<file path="config.mk">
export PLATFORM = sky130hd
export DESIGN_NAME = conv_window_stream
export DESIGN_NICKNAME = d
export VERILOG_FILES = /design/src/rtl/conv_window_stream_pkg.sv /design/src/rtl/conv_window_stream_line_buffer_ram.sv /design/src/rtl/conv_window_stream.sv
export SDC_FILE = /design/constraint.sdc
export NUM_CORES = 1
export LEC_CHECK = 0
export ABC_AREA = 1
export BUFFER_PORTS_ARGS = -buffer_cell sky130_fd_sc_hd__clkbuf_2
export CORE_ASPECT_RATIO = 0.7
export CORE_MARGIN = 2
export CORE_UTILIZATION = 61
export DETAILED_ROUTE_END_ITERATION = 10
export PLACE_DENSITY_LB_ADDON = 0.12
export SKIP_LAST_GASP = 1
export SLEW_MARGIN = 25
export SYNTH_ARGS = -nofsm -noshare
export SYNTH_HDL_FRONTEND = slang
export SYNTH_SLANG_ARGS = --single-unit
</file>
<file path="constraint.sdc">
create_clock -name clk -period 3 [get_ports clk]
set_input_delay 0.15 -clock clk [delete_from_list [all_inputs] [get_ports clk]]
set_output_delay 0.15 -clock clk [all_outputs]
set_load 0.05 [all_outputs]
</file>
<file path="src/rtl/conv_window_stream_pkg.sv">
// Shared defaults and helpers for the KxK sliding-window generator.
package conv_window_stream_pkg;

    localparam int DEF_WIDTH  = 28;
    localparam int DEF_HEIGHT = 28;
    localparam int DEF_K      = 3;
    localparam int DEF_DATA_W = 1;
    localparam int DEF_CH     = 1;
    localparam int DEF_STRIDE = 1;

    // Counter width that never collapses to zero bits for tiny ranges.
    function automatic int clog2_safe(input int v);
        return (v <= 2) ? 1 : $clog2(v);
    endfunction

endpackage

</file>
<file path="src/rtl/conv_window_stream_line_buffer_ram.sv">
// K-1 row banks of one frame line each, one shared column address.
// Asynchronous read so the window column can be assembled in the
// same cycle the new pixel overwrites the oldest row (read-before-write).
module line_buffer_ram
    import conv_window_stream_pkg::*;
#(
    parameter int DEPTH = DEF_WIDTH,
    parameter int BANKS = DEF_K - 1,
    parameter int PIX_W = DEF_DATA_W,
    parameter int AW    = clog2_safe(DEF_WIDTH),
    parameter int BW    = clog2_safe(DEF_K - 1)
) (
    input  logic             clk,
    input  logic             we,
    input  logic [BW-1:0]    wr_bank,
    input  logic [AW-1:0]    addr,
    input  logic [PIX_W-1:0] wdata,
    output logic [PIX_W-1:0] rdata [BANKS]
);

    for (genvar gi = 0; gi < BANKS; gi++) begin : g_bank
        logic [PIX_W-1:0] mem [DEPTH];

        // Only the bank holding the oldest row takes the incoming pixel.
        always_ff @(posedge clk) begin
            if (we && (wr_bank == BW'(gi))) begin
                mem[addr] <= wdata;
            end
        end

        assign rdata[gi] = mem[addr];
    end

endmodule

</file>
<file path="src/rtl/conv_window_stream.sv">
// Streaming KxK window generator with stride, valid/ready backpressure,
// start-of-frame resync and end-of-frame marking.
module conv_window_stream
    import conv_window_stream_pkg::*;
#(
    parameter int WIDTH  = DEF_WIDTH,
    parameter int HEIGHT = DEF_HEIGHT,
    parameter int K      = DEF_K,
    parameter int DATA_W = DEF_DATA_W,
    parameter int CH     = DEF_CH,
    parameter int STRIDE = DEF_STRIDE
) (
    input  logic                       clk,
    input  logic                       rst,
    input  logic                       in_valid,
    output logic                       in_ready,
    input  logic [CH*DATA_W-1:0]       in_data,
    input  logic                       in_sof,
    output logic                       out_valid,
    input  logic                       out_ready,
    output logic [K*K*CH*DATA_W-1:0]   out_window,
    output logic                       out_last
);

    localparam int PIX_W = CH * DATA_W;
    localparam int BANKS = K - 1;
    localparam int NX    = (WIDTH - K) / STRIDE + 1;
    localparam int NY    = (HEIGHT - K) / STRIDE + 1;
    localparam int XL    = K - 1 + STRIDE * (NX - 1);
    localparam int YL    = K - 1 + STRIDE * (NY - 1);
    localparam int XW    = clog2_safe(WIDTH);
    localparam int YW    = clog2_safe(HEIGHT);
    localparam int PW    = clog2_safe(STRIDE);
    localparam int BW    = clog2_safe(BANKS);

    logic [XW-1:0] x_q, x_d, x_cur;
    logic [YW-1:0] y_q, y_d, y_cur;
    logic [PW-1:0] xph_q, xph_d, xph_cur;
    logic [PW-1:0] yph_q, yph_d, yph_cur;
    logic [BW-1:0] row_ptr_q, row_ptr_d;

    logic [PIX_W-1:0] win_q [K][K];
    logic [PIX_W-1:0] win_d [K][K];
    logic [PIX_W-1:0] new_col [K];
    logic [PIX_W-1:0] lb_rows [BANKS];
    logic [K*K*PIX_W-1:0] win_flat_d;
    logic [K*K*PIX_W-1:0] out_window_q;
    logic out_valid_q, out_last_q;

    logic accept, emit, is_last, row_end, frame_end;

    assign in_ready   = !rst && (!out_valid_q || out_ready);
    assign accept     = in_valid && in_ready;
    assign out_valid  = out_valid_q;
    assign out_window = out_window_q;
    assign out_last   = out_last_q;

    // A start-of-frame pixel is treated as position (0,0) with zero phase.
    assign x_cur   = in_sof ? '0 : x_q;
    assign y_cur   = in_sof ? '0 : y_q;
    assign xph_cur = in_sof ? '0 : xph_q;
    assign yph_cur = in_sof ? '0 : yph_q;

    assign row_end   = (x_cur == XW'(WIDTH - 1));
    assign frame_end = row_end && (y_cur == YW'(HEIGHT - 1));
    assign emit      = (x_cur >= XW'(K - 1)) && (y_cur >= YW'(K - 1)) &&
                       (xph_cur == '0) && (yph_cur == '0);
    assign is_last   = (x_cur == XW'(XL)) && (y_cur == YW'(YL));

    line_buffer_ram #(
        .DEPTH (WIDTH),
        .BANKS (BANKS),
        .PIX_W (PIX_W),
        .AW    (XW),
        .BW    (BW)
    ) u_line_buffer (
        .clk     (clk),
        .we      (accept),
        .wr_bank (row_ptr_q),
        .addr    (x_cur),
        .wdata   (in_data),
        .rdata   (lb_rows)
    );

    // Rotate banks so the new column lists rows oldest first.
    for (genvar gi = 0; gi < BANKS; gi++) begin : g_col
        logic [BW:0] sum;
        logic [BW:0] bank_sel;
        assign sum      = {1'b0, row_ptr_q} + (BW+1)'(gi);
        assign bank_sel = (sum >= (BW+1)'(BANKS)) ? sum - (BW+1)'(BANKS) : sum;
        assign new_col[gi] = lb_rows[bank_sel[BW-1:0]];
    end
    assign new_col[K-1] = in_data;

    // Next window: shift left by one column, append the fresh column on the right.
    always_comb begin
        for (int r = 0; r < K; r++) begin
            for (int c = 0; c < K - 1; c++) begin
                win_d[r][c] = win_q[r][c + 1];
            end
            win_d[r][K-1] = new_col[r];
        end
    end

    for (genvar gi = 0; gi < K; gi++) begin : g_pack_r
        for (genvar gj = 0; gj < K; gj++) begin : g_pack_c
            assign win_flat_d[(gi*K + gj)*PIX_W +: PIX_W] = win_d[gi][gj];
        end
    end

    // Position, stride-phase and row-pointer advance for each accepted pixel.
    always_comb begin
        x_d       = x_q;
        y_d       = y_q;
        xph_d     = xph_q;
        yph_d     = yph_q;
        row_ptr_d = row_ptr_q;
        if (accept) begin
            if (row_end) begin
                x_d       = '0;
                xph_d     = '0;
                row_ptr_d = (row_ptr_q == BW'(BANKS - 1)) ? '0 : row_ptr_q + 1'b1;
                if (frame_end) begin
                    y_d   = '0;
                    yph_d = '0;
                end else begin
                    y_d = y_cur + 1'b1;
                    if (y_cur < YW'(K - 1) || yph_cur == PW'(STRIDE - 1)) begin
                        yph_d = '0;
                    end else begin
                        yph_d = yph_cur + 1'b1;
                    end
                end
            end else begin
                x_d   = x_cur + 1'b1;
                y_d   = y_cur;
                yph_d = yph_cur;
                if (x_cur < XW'(K - 1) || xph_cur == PW'(STRIDE - 1)) begin
                    xph_d = '0;
                end else begin
                    xph_d = xph_cur + 1'b1;
                end
            end
        end
    end

    // Counter and output-stage registers; output holds while stalled.
    always_ff @(posedge clk) begin
        if (rst) begin
            x_q          <= '0;
            y_q          <= '0;
            xph_q        <= '0;
            yph_q        <= '0;
            row_ptr_q    <= '0;
            out_valid_q  <= 1'b0;
            out_last_q   <= 1'b0;
            out_window_q <= '0;
        end else begin
            x_q       <= x_d;
            y_q       <= y_d;
            xph_q     <= xph_d;
            yph_q     <= yph_d;
            row_ptr_q <= row_ptr_d;
            if (accept) begin
                out_valid_q <= emit;
                out_last_q  <= emit && is_last;
                if (emit) begin
                    out_window_q <= win_flat_d;
                end
            end else if (out_ready) begin
                out_valid_q <= 1'b0;
                out_last_q  <= 1'b0;
            end
        end
    end

    // Window shift register needs no reset: no emit happens before it is refilled.
    always_ff @(posedge clk) begin
        if (accept) begin
            win_q <= win_d;
        end
    end

endmodule

</file>
======== Word level (Yosys, flattened, before mapping) ========
Memory sizes are Yosys's and may differ from the RTL's.
Index checks and enable logic that the tools add are counted.
storage, ports and cells
  ROM bits ................................ 0
  word-level logic and storage cells ...... 84
  bits in latches ......................... 0
  RAM bits ................................ 56
  input bits .............................. 6
  memories ................................ 2
  flip-flop bits (word level) ............. 30
cells by class
  div/mod/pow operators ................... 0
  bitwise operators ....................... 5
  reductions and logical operators ........ 17
  magnitude comparators ................... 8
  add/subtract/negate cells ............... 8
  eq/ne operators ......................... 2
  shift operators ......................... 0
  multipliers ............................. 0
  multiplexer cells ....................... 28
memories
  name                         depth  width  rd ports  clocked after Yosys merged registers in  wr ports  line                                      text
  u_line_buffer.g_bank[0].mem  28     1      1         0                                        1         conv_window_stream_line_buffer_ram.sv:22  logic [PIX_W-1:0] mem [DEPTH];
  u_line_buffer.g_bank[1].mem  28     1      1         0                                        1         conv_window_stream_line_buffer_ram.sv:22
operators by type and width
  kind                                                               number
  two-way mux 5 bit                                                  5
  two-way mux 1 bit                                                  23
  adder 5 x 1 -> 5 bit, second input constant                        2
  == test 5 bit, second input constant                               2
  greater-or-equal comparator 5 x 2 -> 1 bit, second input constant  2
  less-than comparator 5 x 2 -> 1 bit, second input constant         2
  logical AND 1 bit                                                  9
  greater-or-equal comparator 2 bit, second input constant           3
  NOT 1 -> 2 bit                                                     2
  AND reduction 2 bit                                                2
  adder 1 bit, second input constant                                 3
  logical OR 1 bit                                                   3
  NOT 1 bit                                                          3
  adder 1 x 1 -> 2 bit, second input constant                        1
  greater-or-equal comparator 1 x 2 -> 1 bit, second input constant  1
  logical NOT 1 bit                                                  2
  nonzero test 2 bit                                                 1
  subtractor 1 bit, second input constant                            2

======== Longest topological paths before layout ========
Gate-level depths: netlist of the first run.
  depth in word-level cells ............... 7
  gate-level depth with buffers ........... 15

======== Modules after synthesis ========
From an unflattened synthesis of the first run, not the netlist that was laid out.
unflattened totals
  cells, all modules ...................... 500
  area total of the unflattened synthesis .. 4344.2 µm²
by module, submodules not included
  module              instances  area each (µm²)  cells each  seq. area each (µm²)
  line_buffer_ram     1          2741.4           311         1681.6
  conv_window_stream  1          1602.8           189         660.6

======== Least setup slack after synthesis of the first run ========
No wires, ideal clock.
  path type ............................... reg-to-reg
  from .................................... register out_valid_q, in the netlist out_valid
  to ...................................... memory u_line_buffer.g_bank[1].mem[20] (netlist name), enable pin
  setup slack ............................. 0.609 ns
  data required time ...................... 2.701 ns
  clock period less this slack ............ 2.391 ns
  cell stages (with the launch flop) ...... 8
  arrival time ............................ 2.092 ns
  path through ............................ dfxtp_1 > a21oi_2 > nand2_1 > inv_2 > buf_2 > nand2_2 > buf_2 > nor2_1
between the ends
  cells in the longest elaborated chain, start to end .. 7
RTL lines
  item                                     line                                      text
  from (decl)                              conv_window_stream.sv:48                  logic out_valid_q, out_last_q;
  from (signal assigned)                   conv_window_stream.sv:165                 out_valid_q <= emit;
  logical NOT 1 bit                        conv_window_stream.sv:52                  assign in_ready = !rst && (!out_valid_q || out_ready);
  logical OR 1 bit                         conv_window_stream.sv:52
  logical AND 1 bit                        conv_window_stream.sv:52
  net in_ready                             conv_window_stream.sv:16                  output logic in_ready,
  logical AND 1 bit                        conv_window_stream.sv:53                  assign accept = in_valid && in_ready;
  net accept                               conv_window_stream.sv:50                  logic accept, emit, is_last, row_end, frame_end;
  logical AND 1 bit                        conv_window_stream_line_buffer_ram.sv:26  if (we && (wr_bank == BW'(gi))) begin
  two-way mux 1 bit                        conv_window_stream_line_buffer_ram.sv:26
  two-way mux 1 bit (implied by the code)  conv_window_stream_line_buffer_ram.sv:27  mem[addr] <= wdata;
  to (decl)                                conv_window_stream_line_buffer_ram.sv:22
The timed path passes the listed nets, and every way through them passes these cells.

======== Final worst setup path of the first run ========
  from .................................... register x_q[0]
  to ...................................... register out_window_q[8], in the netlist out_window[8]
between the ends
  cells in the longest elaborated chain, start to end .. 6
RTL lines
  item                                        line                       text
  from (decl)                                 conv_window_stream.sv:36   logic [XW-1:0] x_q, x_d, x_cur;
  from (signal assigned)                      conv_window_stream.sv:150  x_q <= '0;
  from (signal assigned)                      conv_window_stream.sv:159  x_q <= x_d;
  two-way mux 5 bit                           conv_window_stream.sv:59   assign x_cur = in_sof ? '0 : x_q;
  greater-or-equal comparator 5 x 2 -> 1 bit  conv_window_stream.sv:66   assign emit = (x_cur >= XW'(K - 1)) && (y_cur >= YW'(K - 1)) &&
  logical AND 1 bit (2 in a row)              conv_window_stream.sv:66
  logical AND 1 bit                           conv_window_stream.sv:67   (xph_cur == '0) && (yph_cur == '0);
  AND reduction 2 bit (no source line)        -
  to (signal assigned)                        conv_window_stream.sv:168  out_window_q <= win_flat_d;
  to (decl)                                   conv_window_stream.sv:47   logic [K*K*PIX_W-1:0] out_window_q;
No other way between the ends.
A chain may end at the register's enable or synchronous reset.

==> impl_metrics.yaml, run 1 <==
worst_hold_path:
  hold_start: "out_ready"
  holdPathStages: 4
  min_path_type: "in -> reg"
  worstHoldEndpoint: "out_valid"
clocking:
  cts_tree: "built"
  clkLatencyLatePin_ns: 0.37
  numClockSinks: 86
  cts.path.max_buffers: 2
  cts_buffers: 9
  cts_hold_buf: 0
  clk_pin_slew_ns: 0.09
  root_buffer: "clkbuf_8"
  ctsResizeCount: 0
  post-cts-setup-buffers: 0
  htree_levels: 3
floorplanning:
  rows: 25
  die_y_um: 73.6
  die_w_um: 103
  die-area_um2: 7620
  core-area_um2: 6730
  num_io_pins: 18
  initial_core_util_pct: 62.8
critical_path:
  cp-start-kind: "flop"
  cp_data_required_time_ns: 3.30
  critical_path_buf_inv_count: 3
  r2r_end: "out_window[8]"
  cpMostUsedCell: "nand2_1"
  r2r.worst_path.cells: 11
  cp_top_family: "buffers and inverters"
  path_class: "reg -> reg"
  crit_fanout: 29
  slowest_delay_ns: 0.41
  reg2reg_slack_ns: 0.47
  cp-end-kind: "flop"
  critPathSlowestCell: "ha_1"
  worstPathCellList: "buf_4 -> nand2_4 -> ha_1 -> inv_1 -> nand3_1 -> nand2_1 -> a21oi_2 -> o211ai_2 -> inv_2 -> nand2_1 -> a21oi_1"
  arrival_ns: 2.83
  rr_startpoint: "x_q[0]"
sta:
  max_slew_margin_pct: 40.7
  period_minus_slack_ns: 2.53
  rsz0062_at_grt: "false"
  worst_pin_slew_ns: 0.889
  setup_tns_ns: 0
  finClkSkew_ns: 0.0112
  fin_crit_sh_pct: 84.5
  drv_slew: 0
  fmax_mhz: 395
  setup-violations-final: 0
  hold_violations: 0
global_route:
  grt_usage_pct: 27.5
  grt_pass1_wl_mm: 15.4
  antenna_found_initial: 0
  grt_max_degree: 59
  grt_pass1_vias: 3032
  grt-ovfl-total: 0
yosys:
  synth_compound_area_share_pct: 6.40
  synthSimpleGateAreaFrac_pct: 27.9
  yosys-top-cells-area: "edfxtp_1 44%, dfxtp_1 11%, nand2_1 9.9%"
  synthXorXnorAreaFrac_pct: 0.207
  synth_top_area_share_pct: 44.1
  yosysMostFrequentCell: "nand2_1"
  ys_async_sr_fraction_pct: 0
  synth-seq-cells: 86
  netlist_instances: 493
  synthFlopType: "edfxtp_1"
  synth_common_cells: "111 x nand2_1, 83 x nor2_1, 62 x edfxtp_1"
  synth_top_family_by_area: "simple AND/OR/NAND/NOR gates"
  netlist_area_um2: 4220
  synth_edf_count: 62
  avgSynthCellArea_um2: 8.57
  synthAdderAreaFrac_pct: 1.78
  synthMuxAreaShare_pct: 0
  seq_area_frac_synth_pct: 55.5
  syn_nets: 505
  synth_cell_types: 34
  post-synth-top-area-cell: "edfxtp_1"
  synth_warnings: 0
power:
  vdd_drop_max_mv: 0.301
  comb_power_share_pct: 6.7
  power.leakage_nw: 1.81
  p_clk_share_pct: 36.0
  p_sw_mw: 0.546
  p_int_mw: 1.70
  power_mw: 2.25
  p_per_area_nw_per_um2: 494
  p_seq_share_pct: 57.2
  p_sw_share_pct: 24.3
place:
  gp_congestion: 0.884
  place_area_um2: 4360
  port-buffer-count: 17
  dp_hpwl_mm: 6.20
route:
  drt-pass1-iter-count: 5
  wire_per_inst_um: 15.4
  remaining_drc_errors: 0
  ant_nets: 0
  wl_mm: 9.34
  via_per_inst: 5.45
  drt_iter0_markers: 300
  vias: 3310
cells_and_area:
  nNetsFinal: 520
  area_delta_synth_final_pct: 7.88
  drive_gt1_share_pct: 12.7
  post-route-util_pct: 67.8
  design_area_um2: 4560
  antenna_cells: 0
  nFillCells: 577
job:
  cap_violations: 0
status:
  outcome: "completed"
==> sequential cells by signal, indices dropped and copies added (netlist names) <==
| signal | flops |
|---|---|
| out_last | 1 |
| out_valid | 1 |
| out_window | 9 |
| row_ptr_q | 1 |
| u_line_buffer.g_bank.mem | 56 |
| win_d | 6 |
| x_q | 5 |
| xph_q | 1 |
| y_q | 5 |
| yph_q | 1 |
==> cells in the final DEF (no fill, tap or decap), types with 2 or more instances in the layout <==
cell / Yosys / layout
inv_6: 1 / 2
nor2_1: 83 / 83
nor2_2: 4 / 4
nand3b_1: 2 / 2
buf_4: 1 / 6
inv_1: 54 / 54
nand2_2: 6 / 6
a31oi_1: 2 / 2
inv_2: 7 / 7
clkinvlp_4: 0 / 2
a21oi_1: 23 / 23
clkbuf_8: 0 / 9
a21oi_2: 2 / 2
o21ai_1: 4 / 4
o211ai_2: 2 / 2
clkinv_2: 0 / 2
nand3_1: 42 / 42
edfxtp_1: 62 / 62
nor3_1: 18 / 18
nand2_1: 111 / 111
ha_1: 6 / 6
o21ai_0: 10 / 10
dfxtp_1: 24 / 24
clkbuf_2: 0 / 16
==> per-stage QoR <==
step,hold WS [ns],setup slack [ns],cells
after floorplan,0.249,0.609,493
after global placement,0.433,0.492,591
after detailed placement,0.433,0.428,591
after CTS,0.0736,0.480,607
after global routing,0.0890,0.264,607
final,0.0777,0.465,607
==> tightest hold or removal path, cell delays in order <==
cell and delay [ns]:
clkbuf_2 0.07, inv_1 0.06, nand2_1 0.06, a21oi_1 0.06
==> how the worst max path moves through the flow <==
stage               from                         endpoint  slack [ns]  depth (start not counted)
2_1_floorplan  out_valid  u_line_buffer.g_bank[1].mem[20]        0.61                          7
4_1_cts           x_q[0]                    out_window[8]        0.48                         11
3_5_place_dp      in_sof                    out_window[8]        0.43                         12
6_report          x_q[0]                    out_window[8]        0.47                         11
5_1_grt           x_q[0]                    out_window[8]        0.26                         11
3_3_place_gp      in_sof                    out_window[8]        0.49                         12
==> power by group through the flow <==
stage,Clock [mW],Combinational (mW),Sequential [mW]
after floorplan,0,0.0982,1.32
after global placement,0,0.148,1.31
after detailed placement,0,0.150,1.32
after CTS,0.826,0.151,1.29
after global routing,0.859,0.169,1.29
final,0.810,0.152,1.29
==> metal layers <==
layer / part of all wire (%) / vias to the layer above / GRT usage (%)
met2: 43 / 134 / 39.4
met4: 1.2 / 0 / 7.89
met1: 48 / 1528 / 42.4
met3: 7.7 / 13 / 5.52
met5: 0 / - / 0
li1: - / 1635 / -
==> logic make-up after synthesis <==
family,count (synthesis)
and+or+nand+nor,272
DFF,86
buffers and inverters,81
xor gates and xnor gates,1
AOI/OAI and AO/OA,47
adders and majority gates,6
==> layout make-up <==
type | instances | area [µm²] | share of cell area (%)
Multi-Input combinational cell | 326 | 1530 | 33.6
Sequential cell | 86 | 2340 | 51.4
Timing Repair Buffer | 23 | 130 | 2.86
Clock inverter | 7 | 72.6 | 1.59
Clock buffer | 9 | 124 | 2.72
Tap cell | 94 | 118 | 2.58
Inverter | 62 | 238 | 5.22
Note: power is estimated with default switching activity, not from simulation.
==> inputs of run 2 (changes only) <==
--- a/config.mk
+++ b/config.mk
@@ -5,7 +5,7 @@
 export SDC_FILE = /design/constraint.sdc
 export NUM_CORES = 1
 export LEC_CHECK = 0
-export ABC_AREA = 1
+export ABC_AREA = 0
 export BUFFER_PORTS_ARGS = -buffer_cell sky130_fd_sc_hd__clkbuf_2
 export CORE_ASPECT_RATIO = 0.7
 export CORE_MARGIN = 2
==> constraint.sdc (replaced) <==
create_clock -name clk -period 2.5 [get_ports clk]
set_input_delay 0.125 -clock clk [delete_from_list [all_inputs] [get_ports clk]]
set_output_delay 0.125 -clock clk [all_outputs]
set_load 0.05 [all_outputs]
==> run 2 against run 1 <==
Effect of this change: die area down 3.8%; design area decreased by 1.1%; non-clock buffer count rose by 16; sequential power rose by 19%; flip-flop and latch count is the same; clock power grew 30%; combinational power decreased by 3%; register-to-register slack worse by 0.25 ns; utilization rose by 3.4 points; setup slack got worse by 0.25 ns; critical path type unchanged; critical endpoint is now out_window[2]; highest routed layer unchanged.
==> impl_metrics.yaml, run 2 <==
cells_and_area:
  largest_reg_flops: 56
  drive_gt1_share_pct: 15.5
  final_cell_mix: "81 x nor2_1, 62 x edfxtp_1, 24 x dfxtp_1, 22 x a21oi_1, 22 x buf_4"
  antenna_cells: 0
  area_delta_synth_final_pct: 11.1
  largest-register: "u_line_buffer.g_bank.mem"
  final_common_cell: "nor2_1"
  nFillCells: 496
  nNetsFinal: 413
critical_path:
  cp-start-kind: "flop"
  arrival_ns: 2.60
  crit_fanout: 22
  path_class: "reg -> reg"
  cp-end-kind: "flop"
  cp_data_required_time_ns: 2.81
route:
  wire_per_inst_um: 18.1
  drt-met1-wl_mm: 4.09
  wl_met3_um: 767
  drt-pass1-iter-count: 6
  wl_met2_mm: 3.97
  dr.max_layer_used: "met4"
  ant_nets: 0
  wl_mm: 9.00
  remaining_drc_errors: 0
  vias: 3019
  via_per_inst: 6.07
  drt_iter0_markers: 407
yosys:
  post-synth-top-area-cell: "edfxtp_1"
  ys_async_sr_fraction_pct: 0
  synth_edf_count: 62
  seq_area_frac_synth_pct: 57.8
  synth_warnings: 0
  syn_nets: 389
  netlist_area_um2: 4050
  yosys-top-cells-area: "edfxtp_1 46%, dfxtp_1 12%, nor2_1 7.6%"
  synthFlopType: "edfxtp_1"
  avgSynthCellArea_um2: 10.8
  synth_cell_types: 59
  yosysMostFrequentCell: "nor2_1"
  synth-seq-cells: 86
  synth_top_area_share_pct: 45.9
  netlist_instances: 377
  synth_common_cells: "82 x nor2_1, 62 x edfxtp_1, 24 x dfxtp_1"
sta:
  finClkSkew_ns: 0.00898
  max_slew_margin_pct: 35.4
  setup_tns_ns: 0
  rsz0062_at_grt: "false"
  period_minus_slack_ns: 2.29
  fin_crit_sh_pct: 91.6
  hold_violations: 0
  drv_slew: 0
  fmax_mhz: 437
  worst_pin_slew_ns: 0.970
  setup-violations-final: 0
clocking:
  ctsResizeCount: 0
  root_buffer: "clkbuf_8"
  post-cts-setup-buffers: 0
  cts_buffers: 9
  clk_pin_slew_ns: 0.09
  clkLatencyLatePin_ns: 0.36
  htree_levels: 3
  cts.path.max_buffers: 2
  cts_tree: "built"
  numClockSinks: 86
  cts_hold_buf: 0
global_route:
  grt_pass1_vias: 2784
  antenna_found_initial: 0
  grt-ovfl-total: 0
  grt_usage_pct: 26.5
  grt_max_degree: 59
  grt_pass1_wl_mm: 14.3
place:
  port-buffer-count: 17
  dp_hpwl_mm: 6.07
  gp_congestion: 0.896
floorplanning:
  num_io_pins: 18
  rows: 24
  die_w_um: 101
  die_y_um: 72.2
  die-area_um2: 7320
  initial_core_util_pct: 64.0
  core-area_um2: 6340
power:
  p_per_area_nw_per_um2: 609
  power_mw: 2.74
  power.leakage_nw: 1.55
  vdd_drop_max_mv: 0.540
worst_hold_path:
  min_path_type: "in -> reg"
job:
  cap_violations: 0
status:
  outcome: "completed"
==> run 2: final timing paths <==
kind | startpoint | to | slack [ns] | cells after the start
setup / recovery | x_q[0] | out_window[2] | 0.21 | 7
hold / removal | out_ready | out_valid | 0.1 | 4
setup reg to reg | x_q[0] | out_window[2] | 0.21 | 7
hold reg to reg | win_d[1] | win_d[2] | 0.46 | 0
==> run 2: logic make-up after synthesis <==
| kind of cell | synth area share (%) |
|---|---|
| adders and majority gates | 1.85 |
| and+or+nand+nor | 19.6 |
| buffers and inverters | 4.63 |
| DFF | 57.8 |
| muxes | 5.71 |
| AOI/OAI and AO/OA | 10.5 |
==> run 2: per-layer routing <==
metal / GRT usage (%) / vias up
li1: - / 1412
met1: 40.1 / 1452
met2: 37.9 / 138
met3: 6.36 / 17
met4: 8.71 / 0
met5: 0 / -
==> run 2: final cells by class <==
cell class,instances,area (µm²),share of cell area [%]
clock buffer,10,149,3.30
clock inverter,6,73.8,1.64
inverter,12,45.0,1.00
multi-input combinational,253,1530,34.0
sequential,86,2340,52.0
tap,91,114,2.53
timing repair buffer,39,250,5.55
==> run 2: power by group <==
group          total [mW]  switching, mW  internal (mW)
logic               0.147         0.0913         0.0552
clock network        1.05          0.518          0.534
registers            1.54         0.0103           1.53
total                2.74          0.620           2.12
==> run 2: critical path, cell delays in order, from the launching register on <==
cell	delay, ns
dfxtp_1	0.61
buf_4	0.36
o21ai_0	0.12
nor4b_1	0.16
or4_1	0.51
a21oi_1	0.15
a22o_1	0.18
a21o_1	0.13
==> run 2: through the flow <==
stage	util (%)	instances	hold slack, ns	setup slack, ns	instance area, µm²
2_1_floorplan	-	377	0.224	0.0964	4060
3_3_place_gp	67.6	481	0.440	0.272	4280
3_5_place_dp	67.6	481	0.437	0.208	4280
4_1_cts	71.1	497	0.0916	0.234	4510
5_1_grt	71.1	497	0.121	0.0445	4510
6_report	71.1	497	0.0958	0.211	4510
==> inputs of run 3 (changes only) <==
==> constraint.sdc (replaced) <==
create_clock -name clk -period 2.5 [get_ports clk]
set_input_delay 0.125 -clock clk [delete_from_list [all_inputs] [get_ports clk]]
set_output_delay 0.125 -clock clk [all_outputs]
set_load 0.01 [all_outputs]
==> run 3 against run 2 <==
Effect of this change: count of clock-buffer cells in the layout increased by 1; first-iteration DRC count decreased by 28%; worst hold slack got worse by 0.0078 ns; final cell count decreased by 0.40%; critical endpoint unchanged.
==> impl_metrics.yaml, run 3 (synthesis gave the netlist of run 2 again) <==
status:
  outcome: "completed"
route:
  dr.max_layer_used: "met4"
  drt-pass1-iter-count: 5
  drt_iter0_markers: 293
  ant_nets: 0
  wl_mm: 8.84
  drt-met1-wl_mm: 3.99
  vias: 2993
  remaining_drc_errors: 0
  wl_met2_mm: 3.90
  wire_per_inst_um: 17.8
  via_per_inst: 6.05
  wl_met3_um: 800
worst_hold_path:
  min_path_type: "in -> reg"
  holdPathStages: 4
critical_path:
  r2r.worst_path.cells: 7
  crit_fanout: 22
  cp-end-kind: "flop"
  cp-start-kind: "flop"
  path_class: "reg -> reg"
  cp_data_required_time_ns: 2.75
  arrival_ns: 2.44
job:
  cap_violations: 0
clocking:
  clk_pin_slew_ns: 0.08
  numClockSinks: 86
  root_buffer: "clkbuf_8"
  cts_buffers: 9
  htree_levels: 3
  cts_tree: "built"
  cts.path.max_buffers: 2
  clkLatencyLatePin_ns: 0.35
global_route:
  antenna_found_initial: 0
  grt_pass1_wl_mm: 14.1
  grt_usage_pct: 26.0
  grt-ovfl-total: 0
  grt_pass1_vias: 2820
  grt_max_degree: 59
cells_and_area:
  post-route-util_pct: 70.7
  largest_reg_flops: 56
  area_delta_synth_final_pct: 10.5
  antenna_cells: 0
  final_cell_mix: "82 x nor2_1, 62 x edfxtp_1, 23 x dfxtp_1, 22 x a21oi_1, 20 x buf_4"
  final_common_cell: "nor2_1"
  design_area_um2: 4480
  largest-register: "u_line_buffer.g_bank.mem"
  nNetsFinal: 411
  drive_gt1_share_pct: 15.1
sta:
  fin_crit_sh_pct: 87.3
  finClkSkew_ns: 0.0112
  max_slew_margin_pct: 37.4
  worst_pin_slew_ns: 0.938
  setup-violations-final: 0
  setup_tns_ns: 0
  drv_slew: 0
  fmax_mhz: 458
  hold_violations: 0
  rsz0062_at_grt: "false"
  period_minus_slack_ns: 2.18
floorplanning:
  rows: 24
  die_w_um: 101
  core-area_um2: 6340
  num_io_pins: 18
  die_y_um: 72.2
  die-area_um2: 7320
  initial_core_util_pct: 64.0
place:
  dp_hpwl_mm: 6.04
  place_area_um2: 4260
  port-buffer-count: 17
  gp_congestion: 0.917
power:
  power.leakage_nw: 1.54
  p_per_area_nw_per_um2: 601
  vdd_drop_max_mv: 0.485
[run 3: worst paths after layout]
check	from	end	slack (ns)
worst min register to register	xph_q	xph_q	0.47
worst max-delay path	x_q[0]	out_window[2]	0.32
worst max register to register	x_q[0]	out_window[2]	0.32
worst min-delay path	out_ready	out_valid	0.09
[run 3: metrics by stage]
step	hold WS (ns)	setup WS [ns]	total power [mW]	std cells
6_report	0.0880	0.317	2.69	495
3_3_place_gp	0.441	0.353	1.72	479
5_1_grt	0.102	0.0431	2.77	495
3_5_place_dp	0.451	0.277	1.72	479
4_1_cts	0.0857	0.266	2.71	495
2_1_floorplan	0.224	0.422	1.67	377
[run 3: layer usage]
| layer | up-vias | GRT usage [%] |
|---|---|---|
| li1 | 1407 | - |
| met1 | 1431 | 38.6 |
| met2 | 139 | 37.6 |
| met3 | 16 | 7.13 |
| met4 | 0 | 8.26 |
| met5 | - | 0 |
[run 3: worst max-delay path, stage by stage (launching register included)]
cell	delay, ns
dfxtp_1	0.51
buf_4	0.34
mux2i_1	0.28
o21ai_0	0.12
o22ai_1	0.17
o2111ai_1	0.20
a22o_1	0.30
a21o_1	0.15
[run 3: area by class of cell]
cell class | instances | area, µm²
Clock buffer | 11 | 174
Inverter | 12 | 45.0
Timing Repair Buffer | 37 | 235
Tap cell | 91 | 114
Clock inverter | 5 | 42.5
Multi-Input combinational cell | 253 | 1520
Sequential cell | 86 | 2340
Fill cell | 474 | 1860
[run 3: timing repair]
item | in CTS | in global routing
endpoints found under the setup margin | 0 | 2
resized for setup | 0 | 1
setup buffers | 0 | 0
hold buffers | 0 | 0
hold endpoints to repair | 0 | 0
[run 3: where the power goes]
part           switching (mW)  leakage [nW]  internal [mW]
registers             0.00941         0.754           1.53
clock network           0.511         0.107          0.494
logic                  0.0910         0.677         0.0545
